==> config.mk <==
export PLATFORM = sky130hd
export DESIGN_NAME = rv_test_harness_ctrl
export DESIGN_NICKNAME = d
export VERILOG_FILES = /design/src/rtl/rv_test_harness_ctrl.sv
export SDC_FILE = /design/constraint.sdc
export NUM_CORES = 1
export LEC_CHECK = 0
export BUFFER_PORTS_ARGS = -buffer_cell sky130_fd_sc_hd__buf_2
export CAP_MARGIN = 20
export CORE_MARGIN = 1
export CORE_UTILIZATION = 50
export CTS_BUF_LIST = sky130_fd_sc_hd__clkbuf_16
export DETAILED_ROUTE_END_ITERATION = 7
export PLACE_DENSITY = 0.8
export SETUP_SLACK_MARGIN = 0.3
export SLEW_MARGIN = 10
export SYNTH_ARGS = -nofsm -noshare
export SYNTH_HDL_FRONTEND = slang
export SYNTH_SLANG_ARGS = --single-unit
==> constraint.sdc <==
create_clock -name clk -period 8.08 [get_ports clk]
set_input_delay 0 -clock clk [delete_from_list [all_inputs] [get_ports clk]]
set_output_delay 0 -clock clk [all_outputs]
set_load 0.01 [all_outputs]
==> src/rtl/rv_test_harness_ctrl.sv <==
// Run controller for RV32 regression: sequences the core reset, counts RUN cycles,
// snoops tohost stores for end-of-test and enforces a watchdog.
module rv_test_harness_ctrl #(
  parameter int unsigned          ADDR_W          = 32,
  parameter int unsigned          DATA_W          = 32,
  parameter int unsigned          CNT_W           = 32,
  parameter int unsigned          RST_HOLD_CYCLES = 3,
  parameter int unsigned          TIMEOUT_CYCLES  = 30,
  parameter logic [ADDR_W-1:0]    TOHOST_ADDR     = 32'h0000_0FFC,
  parameter logic [DATA_W-1:0]    PASS_CODE       = 1
) (
  input  logic              clk,
  input  logic              rst,
  input  logic              start,
  input  logic              mem_we,
  input  logic [ADDR_W-1:0] mem_addr,
  input  logic [DATA_W-1:0] mem_wdata,
  output logic              core_rst_n,
  output logic              busy,
  output logic              done,
  output logic              pass,
  output logic              fail,
  output logic              timeout,
  output logic [CNT_W-1:0]  cycle_count,
  output logic [DATA_W-1:0] result
);

  localparam int unsigned HoldLoad = (RST_HOLD_CYCLES == 0) ? 1 : RST_HOLD_CYCLES;
  localparam int unsigned HoldW    = $clog2(HoldLoad + 1);

  typedef enum logic [1:0] {StIdle, StResetHold, StRun, StDone} state_e;

  state_e              state_q, state_d;
  logic [HoldW-1:0]    hold_q, hold_d;
  logic                core_rst_n_q, core_rst_n_d;
  logic                busy_q, busy_d;
  logic                done_q, done_d;
  logic                pass_q, pass_d;
  logic                fail_q, fail_d;
  logic                timeout_q, timeout_d;
  logic [CNT_W-1:0]    cycle_count_q, cycle_count_d;
  logic [DATA_W-1:0]   result_q, result_d;

  logic                tohost_hit;
  logic                wd_expire;
  logic [CNT_W-1:0]    cycle_count_inc;

  assign tohost_hit      = mem_we && (mem_addr == TOHOST_ADDR);
  assign cycle_count_inc = cycle_count_q + 1'b1;
  assign wd_expire       = (cycle_count_inc == CNT_W'(TIMEOUT_CYCLES));

  // State register and all registered outputs.
  always_ff @(posedge clk or posedge rst) begin
    if (rst) begin
      state_q       <= StIdle;
      hold_q        <= '0;
      core_rst_n_q  <= 1'b0;
      busy_q        <= 1'b0;
      done_q        <= 1'b0;
      pass_q        <= 1'b0;
      fail_q        <= 1'b0;
      timeout_q     <= 1'b0;
      cycle_count_q <= '0;
      result_q      <= '0;
    end else begin
      state_q       <= state_d;
      hold_q        <= hold_d;
      core_rst_n_q  <= core_rst_n_d;
      busy_q        <= busy_d;
      done_q        <= done_d;
      pass_q        <= pass_d;
      fail_q        <= fail_d;
      timeout_q     <= timeout_d;
      cycle_count_q <= cycle_count_d;
      result_q      <= result_d;
    end
  end

  // Next-state logic.
  always_comb begin
    state_d = state_q;
    unique case (state_q)
      StIdle, StDone: if (start) state_d = StResetHold;
      StResetHold:    if (hold_q == HoldW'(1)) state_d = StRun;
      StRun:          if (tohost_hit || wd_expire) state_d = StDone;
      default:        state_d = StIdle;
    endcase
  end

  // Output/datapath next values; outputs are registered from the upcoming state.
  always_comb begin
    hold_d        = hold_q;
    done_d        = done_q;
    pass_d        = pass_q;
    fail_d        = fail_q;
    timeout_d     = timeout_q;
    cycle_count_d = cycle_count_q;
    result_d      = result_q;
    core_rst_n_d  = (state_d == StRun);
    busy_d        = (state_d == StResetHold) || (state_d == StRun);

    unique case (state_q)
      StIdle, StDone: begin
        if (start) begin
          hold_d        = HoldW'(HoldLoad);
          done_d        = 1'b0;
          pass_d        = 1'b0;
          fail_d        = 1'b0;
          timeout_d     = 1'b0;
          cycle_count_d = '0;
          result_d      = '0;
        end
      end
      StResetHold: hold_d = hold_q - 1'b1;
      StRun: begin
        cycle_count_d = cycle_count_inc;
        // A tohost hit on the watchdog edge takes priority over the timeout.
        if (tohost_hit) begin
          result_d = mem_wdata;
          done_d   = 1'b1;
          pass_d   = (mem_wdata == PASS_CODE);
          fail_d   = (mem_wdata != PASS_CODE);
        end else if (wd_expire) begin
          timeout_d = 1'b1;
          fail_d    = 1'b1;
          done_d    = 1'b1;
        end
      end
      default: ;
    endcase
  end

  assign core_rst_n  = core_rst_n_q;
  assign busy        = busy_q;
  assign done        = done_q;
  assign pass        = pass_q;
  assign fail        = fail_q;
  assign timeout     = timeout_q;
  assign cycle_count = cycle_count_q;
  assign result      = result_q;

endmodule
* Word level (Yosys, flattened, before mapping)
Index checks and enable logic that the tools add are counted.
Word-level totals: flip-flop bits (word level) 74, bits of input ports 68, logic and storage cells 59
Operators by class: $add $sub $neg 2, equal/unequal tests 15, muxes and demuxes 20, reduce and logical (&&, ||, !) cells 12
Operators with widths (number):
- $pmux W32 S2 | 2
- $mux W32 | 2
- $add A32 B1 Y32 const B | 1
- $eq A32 B1 Y1 const B | 1
- $eq A32 B12 Y1 const B | 1
- $eq A32 B5 Y1 const B | 1
- $ne A32 B1 Y1 const B | 1
- $mux W2 | 4
- $ne A2 B2 Y1 const B | 4
- $pmux W1 S2 | 4
- $eq A2 B1 Y1 const B | 3
- $eq A2 B2 Y1 const B | 3
- $mux W1 | 6
- $pmux W2 S3 | 1
- $reduce_and A3 Y1 | 2
- $pmux W2 S2 | 1
- $reduce_and A2 Y1 | 2
- $reduce_and A4 Y1 | 1
- $reduce_bool A2 Y1 | 2
- $ne A3 B3 Y1 const B | 1
- $logic_not A2 Y1 | 1
- $logic_or A1 B1 Y1 | 2
- $reduce_or A2 Y1 | 1
- $sub A2 B1 Y2 const B | 1
- $logic_and A1 B1 Y1 | 1

* Longest topological paths before layout
word-level depth 7, gate-level depth with buffers 12

* Least setup slack after synthesis
No wires, ideal clock.
path type flip-flop to flip-flop, start register cycle_count_q[0], in the netlist cycle_count[0], end register busy_q, in the netlist busy, library setup time 0.113 ns, arrival 3.420 ns, required time 7.967 ns, setup slack 4.548 ns, cell stages (with the launch flop) 12, path buffers 0, cell sequence dfrtp_1 > ha_1 > nand3_1 > nor4_1 > xnor2_1 > a31oi_1 > or4_1 > a2111oi_4 > nor2_2 > a211o_1 > ha_1 > inv_1
Between the ends: cells in the longest elaborated chain, start to end 7, elaborated cells between the ends (all ways) 8, classes of those cells 1 x add/sub; 3 x eq/ne; 2 x mux; 2 x reduce/logical
Ends and longest elaborated chain:
- start: declaration | RTL line 41 | logic [CNT_W-1:0] cycle_count_q, cycle_count_d;
- start signal: assignment | RTL line 74 | cycle_count_q <= cycle_count_d;
- $add A32 B1 Y32 (*) | RTL line 49 | assign cycle_count_inc = cycle_count_q + 1'b1;
- $eq A32 B5 Y1 (*) | RTL line 50 | assign wd_expire = (cycle_count_inc == CNT_W'(TIMEOUT_CYCLES));
- $logic_or A1 B1 Y1 (*) | RTL line 85 | StRun: if (tohost_hit || wd_expire) state_d = StDone;
- $mux W2 (*) | RTL line 85
- $pmux W2 S3 (*) | RTL line 82 | unique case (state_q)
- $eq A2 B1 Y1 / $eq A2 B2 Y1 (equally long branches) | RTL line 100 | busy_d = (state_d == StResetHold) || (state_d == StRun);
- $logic_or A1 B1 Y1 (*) | RTL line 100
- net busy_d | RTL line 36 | logic busy_q, busy_d;
- end signal: assignment | RTL line 69 | busy_q <= busy_d;
- end: declaration | RTL line 36
Mark *: on every way through the listed nets, which the timed path passes. The rest lies on a longest branch. A chain may end at the register's enable or synchronous reset.

* Final worst setup path
Ends and elaborated chain as after synthesis.

==> results.sh <==
export IMPL_synthTopCellsByArea="dfrtp_1 (44%), a22o_1 (6.6%), o21ai_0 (5.7%)"
export IMPL_postLayoutCellArea_um2=5630
export IMPL_worstPathRequired_ns=8.32
export IMPL_grt_max_degree=75
export IMPL_diodes=0
export IMPL_grt_use_total_pct=32.8
export IMPL_switchingPower_uw=350
export IMPL_syn_num_nets=535
export IMPL_powerDensity_nw_per_um2=189
export IMPL_period_needed_ns=3.95
export IMPL_setup_viol=0
export IMPL_clk_insertion_delay_late_ns=0.34
export IMPL_syn_inst=461
export IMPL_grt_pass1_vias=4335
export IMPL_nets=694
export IMPL_met2_usage_pct=55.9
export IMPL_timing_fmax_ghz=0.253
export IMPL_yosys_area_top_type="dfrtp_1"
export IMPL_die_width_um=94.0
export IMPL_grt_util_met3_pct=7.77
export IMPL_drtPass1Iterations=5
export IMPL_drive_above_1_share_pct=28.5
export IMPL_synth_ff_type="dfrtp_1"
export IMPL_p_int_uw=715
export IMPL_synth_most_common_cell="dfrtp_1"
export IMPL_clockRootBuffer="clkbuf_16"
export IMPL_cts_made_buffers=9
export IMPL_vias=4533
export IMPL_hold_ws_ns=0.0745
export IMPL_antenna_found_initial=0
export IMPL_rsz0062_at_grt="false"
export IMPL_status="complete, no violations"
export IMPL_end_kind="register"
export IMPL_cts_tree="done"
export IMPL_cp_arrival_ns=4.19
export IMPL_seqCellArea_um2=1850
export IMPL_fill_cells=630
export IMPL_path_max_fanout=10
export IMPL_finalSetupTns_ns=0
export IMPL_fin_skew_ns=0.00780
export IMPL_die_area_um2=8830
export IMPL_wl_per_cell_um=19.0
export IMPL_drc=0
export IMPL_post_route_period_util_pct=48.9
export IMPL_ant_nets=0
export IMPL_placed_cell_area_um2=4980
export IMPL_die_y_um=94.0
export IMPL_path_class="reg2reg"
export IMPL_cts_sinks=74
export IMPL_clockBufferDepth=2
export IMPL_crit_path_start_kind="register"
export IMPL_synth_top_area_share_pct=43.8
export IMPL_hold_class="in2reg"
export IMPL_cap_violations=0
export IMPL_ys_async_sr_fraction_pct=100
export IMPL_synth_seq_cells=74
export IMPL_area_growth_pct=33.3
export IMPL_peakVddDrop_mv=0.122
export IMPL_wirelength_um=13900
export IMPL_hold_violations=0
export IMPL_dr_first_iter_drc_count=367
export IMPL_syn_area_um2=4230
export IMPL_cts_resized=0
export IMPL_power_share_clock_pct=39.1
export IMPL_met1_usage_pct=36.4
export IMPL_start_util_pct=51.5
export IMPL_gp_congestion=0.903
export IMPL_numPortBuffers=137
export IMPL_viasPerCell=6.21
export IMPL_ys_types=60
export IMPL_p_leak_uw=0.00269
export IMPL_grt_pass1_wl_um=21900
export IMPL_p_sw_share_pct=32.8
export IMPL_dp_hpwl_um=8650
export IMPL_synth_commonest_cells="dfrtp_1 (74), o21ai_0 (48), nor2_1 (44)"
export IMPL_combPwrFrac_pct=23.1
export IMPL_seqPwrFrac_pct=37.8
export IMPL_boundaryPins=138
export IMPL_yosysSeqAreaShare_pct=43.8
export IMPL_grt_busiest_layer="met2"
export IMPL_relSlewSlack_pct=36.9
export IMPL_synth_edf_count=0
export IMPL_path_clk_slew_ns=0.06
export IMPL_grt_overflow_total=0
export IMPL_drv_slew=0
export IMPL_rows=33
export IMPL_cts_setup_buffers=0
export IMPL_yosysWarnings=0
export IMPL_worst_pin_slew_ns=0.947
export IMPL_synth_area_per_cell_um2=9.17
export IMPL_h_tree_depth=3
export IMPL_p_total_uw=1060
export IMPL_core_region_area_um2=8220
export IMPL_multiInputGateArea_um2=2220
-- flip-flops by register name, indices dropped and copies added, names as in the netlist --
signal,cells
hold_q,2
result,32
timeout,1
state_q,2
core_rst_n,1
done,1
pass,1
fail,1
cycle_count,32
busy,1
-- power by group through the flow --
stage	combinational [uW]	sequential, uW	clock, uW
after floorplan	144	410	0
after global placement	214	407	0
after detailed placement	226	409	0
after CTS	241	402	419
after global routing	270	405	439
final	246	402	417
-- placed cells by master, fill, tap and decap left out, types with 3 or more instances in the layout --
cell type,Yosys,final
dfrtp_1,74,74
nand4_4,3,3
dlygate4sd3_1,0,33
nand4_1,14,14
a211oi_1,3,3
a21oi_1,13,13
o21ai_0,48,48
buf_4,0,4
or4_1,5,5
clkbuf_16,0,9
a22o_1,32,32
nor4_1,12,12
inv_6,0,3
o41ai_1,3,3
xnor2_1,8,8
mux2i_1,4,4
ha_1,6,6
and4_1,3,3
inv_1,13,12
a31oi_1,6,6
o31ai_1,9,9
nor2_1,44,43
nand2_1,41,41
nand3_1,22,22
buf_2,8,137
and3_1,5,5
nor3_1,12,12
xor2_1,3,3
-- path summary, 6_finish.rpt --
check,startpoint,endpoint,slack [ns],depth (start not counted)
max,cycle_count[0],busy,4.13,11
min,start,state_q[1],0.07,3
max reg2reg,cycle_count[0],busy,4.13,11
min reg2reg,hold_q[1],hold_q[1],0.48,1
max in group asynchronous,rst,cycle_count[29],6.98,4
min in group asynchronous,rst,cycle_count[1],0.48,4
-- final cells by class --
class / count / area share [%]
Multi-Input combinational cell: 346 / 39.4
Sequential cell: 74 / 32.9
Timing Repair Buffer: 176 / 19.0
Clock buffer: 9 / 4.00
Tap cell: 105 / 2.33
Clock inverter: 7 / 1.47
Inverter: 13 / 0.866
-- critical path, stage by stage (launching register included) --
cell and delay [ns]:
dfrtp_1 0.53, ha_1 0.30, nand3_1 0.26, nor4_1 0.84, xnor2_1 0.20, a31oi_1 0.14
or4_1 0.60, a2111oi_4 0.35, nor2_2 0.06, a211o_1 0.26, ha_1 0.27, inv_1 0.03
-- logic make-up after synthesis --
| family | synth area share, % |
|---|---|
| AOI/OAI and AO/OA | 22.6 |
| DFF | 43.8 |
| xor gates and xnor gates | 2.28 |
| buffers and inverters | 3.88 |
| muxes | 0.947 |
| adders and majority gates | 1.78 |
| and+or+nand+nor | 24.7 |
-- through the flow --
stage / worst slack, ns / util [%] / cells
finish: 4.13 / 68.6 / 730
global route: 3.92 / 68.6 / 730
CTS: 4.16 / 68.4 / 729
detailed placement: 4.21 / 60.6 / 680
global placement: 4.36 / 60.5 / 679
floorplan: 4.55 / - / 461
-- what timing repair did --
item / 4_1_cts / 5_1_grt
setup endpoints to repair: 0 / 0
hold buffers: 33 / 0
endpoints found under the hold margin: 77 / 0
-- metal layers --
layer / wire length, um / part of all wire (%)
met5: 0 / 0
met2: 6790 / 49
met4: 705 / 5.1
met1: 5230 / 38
met3: 1150 / 8.3
Note: power is estimated with default switching activity, not from simulation.
